==> src/rtl/colour_pkg.sv <==
// ============================================================================
// Module : colour_pkg
// Brief  : ASCII command constants, report state encoding and nibble encoder
//          shared by the colour command decoder and the colour reporter.
// Rev    : 1.0 - initial release
// ============================================================================
`default_nettype none

package colour_pkg;

  localparam int MSG_LEN = 20;

  localparam logic [7:0] CH_R     = 8'h72;
  localparam logic [7:0] CH_G     = 8'h67;
  localparam logic [7:0] CH_B     = 8'h62;
  localparam logic [7:0] CMP_W    = 8'h77;
  localparam logic [7:0] CMP_B    = 8'h62;
  localparam logic [7:0] ASCII_CR = 8'h0D;
  localparam logic [7:0] ASCII_LF = 8'h0A;

  // Decoder power-on colours; the reporter's snapshot starts here too.
  localparam logic [11:0] WF_RESET = 12'h0FF;
  localparam logic [11:0] BG_RESET = 12'h000;

  typedef enum logic [0:0] {
    ST_IDLE = 1'b0,
    ST_SEND = 1'b1
  } rep_state_t;

  function automatic logic [7:0] nibble_to_ascii(input logic [3:0] n);
    return (n < 4'd10) ? (8'h30 + {4'h0, n}) : (8'h37 + {4'h0, n});
  endfunction

endpackage

`default_nettype wire

==> src/rtl/colour_reporter_if.sv <==
// ============================================================================
// Module : colour_reporter_if
// Brief  : Byte-stream UART TX handshake between colour reporter and UART.
// Rev    : 1.0 - initial release
// ============================================================================
`default_nettype none

interface colour_reporter_if;
  logic [7:0] tx_data;
  logic       tx_valid;
  logic       tx_ready;

  modport master (output tx_data, output tx_valid, input tx_ready);
  modport slave  (input tx_data, input tx_valid, output tx_ready);
endinterface

`default_nettype wire

==> src/rtl/colour_reporter.sv <==
// ============================================================================
// Module : colour_reporter
// Brief  : Serialises snapshotted waveform/background colours as decoder
//          command text ("rXw gXw bXw rXb gXb bXb CR LF") over a TX stream.
// Rev    : 1.0 - initial release
// ============================================================================
`default_nettype none

module colour_reporter #(
  parameter bit AUTO_ON_CHANGE = 1'b1,
  parameter int MSG_LEN        = 20
) (
  input  wire logic         clk,
  input  wire logic         resetn,
  input  wire logic [11:0]  waveform_colour,
  input  wire logic [11:0]  background_colour,
  input  wire logic         report_req,
  colour_reporter_if.master tx,
  output logic              busy
);
  import colour_pkg::*;

  // Trailer is CR then LF; its last position follows from the message length.
  localparam logic [1:0] c_LAST_TRAILER_POS = 2'(MSG_LEN - 19);

  rep_state_t  r_state,     w_state_nxt;
  logic [2:0]  r_group,     w_group_nxt,   w_group_adv;
  logic [1:0]  r_pos,       w_pos_nxt,     w_pos_adv;
  logic        r_trailer,   w_trailer_nxt, w_trailer_adv;
  logic [11:0] r_wf_snap,   w_wf_nxt;
  logic [11:0] r_bg_snap,   w_bg_nxt;
  logic        r_pending,   w_pending_nxt;
  logic [7:0]  r_tx_data,   w_tx_data_nxt;
  logic        w_change, w_accept, w_last;

  function automatic logic [7:0] select_byte(
    input logic [2:0]  group,
    input logic [1:0]  pos,
    input logic        trailer,
    input logic [11:0] wf,
    input logic [11:0] bg
  );
    logic [7:0] ch;
    logic [3:0] nib;
    case (group)
      3'd0, 3'd3: ch = CH_R;
      3'd1, 3'd4: ch = CH_G;
      default:    ch = CH_B;
    endcase
    case (group)
      3'd0:    nib = wf[3:0];
      3'd1:    nib = wf[7:4];
      3'd2:    nib = wf[11:8];
      3'd3:    nib = bg[3:0];
      3'd4:    nib = bg[7:4];
      default: nib = bg[11:8];
    endcase
    if (trailer)
      return (pos == 2'd0) ? ASCII_CR : ASCII_LF;
    case (pos)
      2'd0:    return ch;
      2'd1:    return nibble_to_ascii(nib);
      default: return (group < 3'd3) ? CMP_W : CMP_B;
    endcase
  endfunction

  assign w_change = AUTO_ON_CHANGE &&
                    ({waveform_colour, background_colour} != {r_wf_snap, r_bg_snap});
  assign w_accept = (r_state == ST_SEND) && tx.tx_ready;
  assign w_last   = r_trailer && (r_pos == c_LAST_TRAILER_POS);

  always_comb begin
    w_group_adv   = r_group;
    w_pos_adv     = r_pos + 2'd1;
    w_trailer_adv = r_trailer;
    if (!r_trailer && (r_pos == 2'd2)) begin
      w_pos_adv = 2'd0;
      if (r_group == 3'd5) begin
        w_group_adv   = 3'd0;
        w_trailer_adv = 1'b1;
      end else begin
        w_group_adv = r_group + 3'd1;
      end
    end
  end

  always_comb begin
    w_state_nxt   = r_state;
    w_group_nxt   = r_group;
    w_pos_nxt     = r_pos;
    w_trailer_nxt = r_trailer;
    w_wf_nxt      = r_wf_snap;
    w_bg_nxt      = r_bg_snap;
    w_pending_nxt = r_pending;
    w_tx_data_nxt = r_tx_data;
    case (r_state)
      ST_IDLE: begin
        if (report_req || w_change) begin
          w_state_nxt   = ST_SEND;
          w_wf_nxt      = waveform_colour;
          w_bg_nxt      = background_colour;
          w_group_nxt   = 3'd0;
          w_pos_nxt     = 2'd0;
          w_trailer_nxt = 1'b0;
          w_pending_nxt = 1'b0;
          w_tx_data_nxt = select_byte(3'd0, 2'd0, 1'b0, waveform_colour, background_colour);
        end
      end
      default: begin
        if (report_req && !(w_accept && w_last))
          w_pending_nxt = 1'b1;
        if (w_accept) begin
          if (w_last) begin
            w_group_nxt   = 3'd0;
            w_pos_nxt     = 2'd0;
            w_trailer_nxt = 1'b0;
            if (r_pending || report_req || w_change) begin
              // Back-to-back restart: tx_valid stays high, no idle cycle.
              w_wf_nxt      = waveform_colour;
              w_bg_nxt      = background_colour;
              w_pending_nxt = 1'b0;
              w_tx_data_nxt = select_byte(3'd0, 2'd0, 1'b0, waveform_colour, background_colour);
            end else begin
              w_state_nxt = ST_IDLE;
            end
          end else begin
            w_group_nxt   = w_group_adv;
            w_pos_nxt     = w_pos_adv;
            w_trailer_nxt = w_trailer_adv;
            w_tx_data_nxt = select_byte(w_group_adv, w_pos_adv, w_trailer_adv,
                                        r_wf_snap, r_bg_snap);
          end
        end
      end
    endcase
  end

  always_ff @(posedge clk) begin
    if (!resetn) begin
      r_state   <= ST_IDLE;
      r_group   <= 3'd0;
      r_pos     <= 2'd0;
      r_trailer <= 1'b0;
      r_wf_snap <= WF_RESET;
      r_bg_snap <= BG_RESET;
      r_pending <= 1'b0;
      r_tx_data <= 8'h00;
    end else begin
      r_state   <= w_state_nxt;
      r_group   <= w_group_nxt;
      r_pos     <= w_pos_nxt;
      r_trailer <= w_trailer_nxt;
      r_wf_snap <= w_wf_nxt;
      r_bg_snap <= w_bg_nxt;
      r_pending <= w_pending_nxt;
      r_tx_data <= w_tx_data_nxt;
    end
  end

  assign tx.tx_data  = r_tx_data;
  assign tx.tx_valid = (r_state == ST_SEND);
  assign busy        = (r_state == ST_SEND);

endmodule

`default_nettype wire

==> src/flat_wrapper.sv <==
// flat-port wrapper written by rule: the top's interface ports become plain ports
module colour_reporter_flat import colour_pkg::*;
#(
  parameter bit AUTO_ON_CHANGE = 1'b1,
  parameter int MSG_LEN        = 20
)
  (clk, resetn, waveform_colour, background_colour, report_req, busy, tx_tx_data, tx_tx_valid, tx_tx_ready);
  colour_reporter_if tx_i ();
  input  wire logic clk;
  input  wire logic resetn;
  input  wire logic [11:0] waveform_colour;
  input  wire logic [11:0] background_colour;
  input  wire logic report_req;
  output logic busy;
  output wire logic [$bits(tx_i.tx_data)-1:0] tx_tx_data;
  output wire logic [$bits(tx_i.tx_valid)-1:0] tx_tx_valid;
  input wire logic [$bits(tx_i.tx_ready)-1:0] tx_tx_ready;
  assign tx_tx_data = tx_i.tx_data;
  assign tx_tx_valid = tx_i.tx_valid;
  assign tx_i.tx_ready = tx_tx_ready;
  colour_reporter #(.AUTO_ON_CHANGE(AUTO_ON_CHANGE), .MSG_LEN(MSG_LEN)) u_core (.clk(clk), .resetn(resetn), .waveform_colour(waveform_colour), .background_colour(background_colour), .report_req(report_req), .tx(tx_i), .busy(busy));
endmodule
==> config.mk <==
export PLATFORM = sky130hd
export DESIGN_NAME = colour_reporter_flat
export DESIGN_NICKNAME = d
export VERILOG_FILES = /design/src/rtl/colour_pkg.sv /design/src/rtl/colour_reporter_if.sv /design/src/rtl/colour_reporter.sv /design/src/flat_wrapper.sv
export SDC_FILE = /design/constraint.sdc
export NUM_CORES = 1
export LEC_CHECK = 0
export BUFFER_PORTS_ARGS = -buffer_cell sky130_fd_sc_hd__buf_2
export CAP_MARGIN = 0
export CORE_MARGIN = 2
export CORE_UTILIZATION = 62
export CTS_CLUSTER_DIAMETER = 150
export CTS_CLUSTER_SIZE = 8
export DETAILED_ROUTE_END_ITERATION = 10
export PLACE_DENSITY = 0.86
export SLEW_MARGIN = 20
export SYNTH_ARGS = -nofsm -noshare
export SYNTH_HDL_FRONTEND = slang
export SYNTH_SLANG_ARGS = --single-unit
==> constraint.sdc <==
create_clock -name clk -period 4 [get_ports clk]
set_input_delay 0.4 -clock clk [delete_from_list [all_inputs] [get_ports clk]]
set_output_delay 0.4 -clock clk [all_outputs]
set_load 0.05 [all_outputs]
==> results.yml <==
logic_synthesis:
  yosys_warnings: 0
  ys.flop_type: "dfxtp_1"
  ys_top_cells_by_area: "dfxtp_1 (30%), mux2i_1 (11%), xor2_1 (8.4%)"
  async_flop_share: 0
  synth-seq-cells: 39
  yosysTopAreaCell: "dfxtp_1"
  synth-seq-area-share: 0.299
  synth_top_area_frac: 0.299
  syn-num-nets: 334
  syn-cell-area_um2: 2620
  syn_area_per_cell_um2: 8.57
  syn_inst: 305
  ys_types: 64
  synth-edff-count: 0
final_layout:
  design_area_um2: 2830
  drive_above_1_share: 0.190
  syn2layout_area_growth_pct: 8.28
  nFillCells: 327
  fin_nets: 355
  final_cell_mix: "dfxtp_1 (39), buf_2 (36), mux2i_1 (28)"
  layout_commonest_cell: "dfxtp_1"
  layout.cells.non_filler: 377
  antenna_cells: 0
routing:
  viasPerCell: 6.14
  firstDrtPassIters: 5
  initialDrtViolationCount: 157
  num_vias: 2316
  routedWlPerCell_um: 15.5
  ant_nets: 0
  wirelength_mm: 5.83
  drc: 0
timing:
  hold_violations: 0
  rsz0062_at_grt: "no"
  max-slew-margin-rel: 0.339
  period_share: 0.779
  setup_viol: 0
  finClkSkew_ns: 0.00888
  worst_pin_slew_ns: 0.987
  slew_violations: 0
  setup-tns-final_ns: 0
  post-route-min-period_ns: 3.12
  fmax_mhz: 321
critical_path:
  worstSetupEndpointType: "register"
  cp_data_arrival_time_ns: 3.31
  crit_type: "reg2reg"
  crit_chain: "nand4bb_1, o211ai_1, o221ai_1, o31ai_2, inv_2, ha_1, inv_1, nor2_1, mux2i_1, a221o_1"
  slowest_stage: "dfxtp_1"
  regToRegEndpoint: "u_core.tx.tx_data[2]"
  r2r_cells: 10
  required_ns: 4.20
  reg2reg_from: "u_core.r_group[0]"
  start_kind: "register"
  crit_family: "compound AO/OA/AOI/OAI gates"
  reg2reg_slack_ns: 0.88
  worst-path-buf-inv: 2
  cpPeakStageDelay_ns: 0.74
  worstPathMaxFanout: 22
floorplan:
  ios: 38
  die_area_um2: 4750
  core_um2: 4030
  die_h_um: 68.9
  initial_core_util: 0.649
  row_count: 23
  fp.dieW_um: 68.9
cts:
  cts_sinks: 39
  cts_resized: 0
  postCtsSetupRepairBufs: 0
  holdBufCountCts: 0
  clockBufferDepth: 2
  cts_tree: "yes"
  cts-htree-levels: 2
  cts_root_buf: "clkbuf_8"
  cts_made_buffers: 5
  clock_latency_ns: 0.30
  cts.clk_slew.worst_paths_ns: 0.08
global_routing:
  track_usage: 0.277
  grt_pass1_vias: 2084
  overflow: 0
  grt_max_degree: 44
  grt_antenna_before_repair: 0
  grt_pass1_wl_mm: 9.84
pwr:
  powerDensity_nw_per_um2: 319
  power_uw: 904
  p_leak_nw: 1.18
  ir_drop_v: 0.000209
placed_design:
  placed_cells: 369
  dp_hpwl_mm: 4.17
  port_buffers: 36
  gp_congestion: 0.941
  postPlaceCellArea_um2: 2730
hold_path:
  hp-class: "in2reg"
  min_to: "u_core.r_wf_snap[2]"
  min-delay-start: "waveform_colour[2]"
  whs_path_depth: 3
outcome:
  status: "finished, final reports clean"
flow_run:
  max-cap-violations: 0
-- state kept, by name, indices dropped and copies added (netlist names) --
register and flops:
u_core.busy 1, u_core.r_bg_snap 12, u_core.r_group 3, u_core.r_pending 1
u_core.r_pos 2, u_core.r_trailer 1, u_core.r_wf_snap 12, u_core.tx.tx_data 7
-- synth_stat cells, types with 2 or more instances --
library cell	n
a21oi_1	9
a31oi_1	4
a211oi_1	2
nor2_1	9
o31a_2	2
o211ai_1	4
a21boi_0	2
nor3b_1	2
o31ai_1	2
nand3_1	8
buf_4	3
nor3_1	5
buf_8	2
o2111ai_1	2
o221ai_1	2
or2_2	2
o21a_1	4
a2111oi_0	2
clkbuf_1	8
dfxtp_1	39
buf_1	3
xor2_1	25
buf_2	5
o21ai_0	12
nor4_1	5
nor2b_1	25
or3_1	3
nand2_1	26
o22ai_1	6
nand2b_1	3
or3_2	3
inv_1	14
o32a_1	3
nand4_1	2
mux2i_1	28
-- cell families after synthesis --
family	after synthesis	share of synthesized area
AOI/OAI and AO/OA	71	0.210
other	1	0.00143
buffers and inverters	37	0.0713
xor gates and xnor gates	25	0.0837
adders and majority gates	2	0.00861
muxes	28	0.107
DFF	39	0.299
and+or+nand+nor	102	0.219
-- worst max-delay path by stage --
| stage | start | endpoint | slack [ns] | depth (start not counted) |
|---|---|---|---|---|
| finish | u_core.r_group[0] | u_core.tx.tx_data[2] | 0.88 | 10 |
| global route | u_core.r_group[0] | u_core.tx.tx_data[4] | 0.62 | 10 |
| CTS | u_core.r_group[0] | u_core.tx.tx_data[2] | 0.97 | 10 |
| detailed placement | u_core.r_group[0] | u_core.tx.tx_data[2] | 1.0 | 10 |
| global placement | u_core.r_group[0] | u_core.tx.tx_data[2] | 1.01 | 10 |
| floorplan | u_core.r_pos[0] | u_core.tx.tx_data[2] | 1.71 | 12 |
-- worst min-delay path: cells and delay by family --
| kind | cells | cell delay [ns] |
|---|---|---|
| multiplexers | 1 | 0.06 |
| buffers and inverters | 1 | 0.09 |
| AND/OR/NAND/NOR | 1 | 0.05 |
-- metal layers --
| layer | share of wire | track usage |
|---|---|---|
| met2 | 0.45 | 0.441 |
| met4 | 0.016 | 0.0784 |
| met1 | 0.47 | 0.372 |
| met3 | 0.066 | 0.0666 |
| met5 | 0 | 0 |
-- report_power, final --
group / total (mW) / internal (mW) / switching, mW / leakage [nW]
logic: 0.167 / 0.0697 / 0.0974 / 0.811
clock network: 0.303 / 0.157 / 0.147 / 0.0505
registers: 0.433 / 0.410 / 0.0233 / 0.322
-- final cells by class --
class                      instances  area (µm²)  share of cell area
timing repair buffer              36         180              0.0636
tap                               50        62.6              0.0221
clock inverter                     1        7.51             0.00265
sequential                        39         781               0.276
clock buffer                       7        96.3              0.0340
multi-input combinational        229        1650               0.582
inverter                          15        56.3              0.0199
-- through the flow --
step	hold WS, ns	setup WS (ns)	util
finish	0.326	0.884	0.703
global route	0.345	0.621	0.703
CTS	0.326	0.969	0.703
detailed placement	0.462	0.996	0.677
global placement	0.459	1.01	0.677
floorplan	0.480	1.71	-
(Power assumes the default switching activity.)
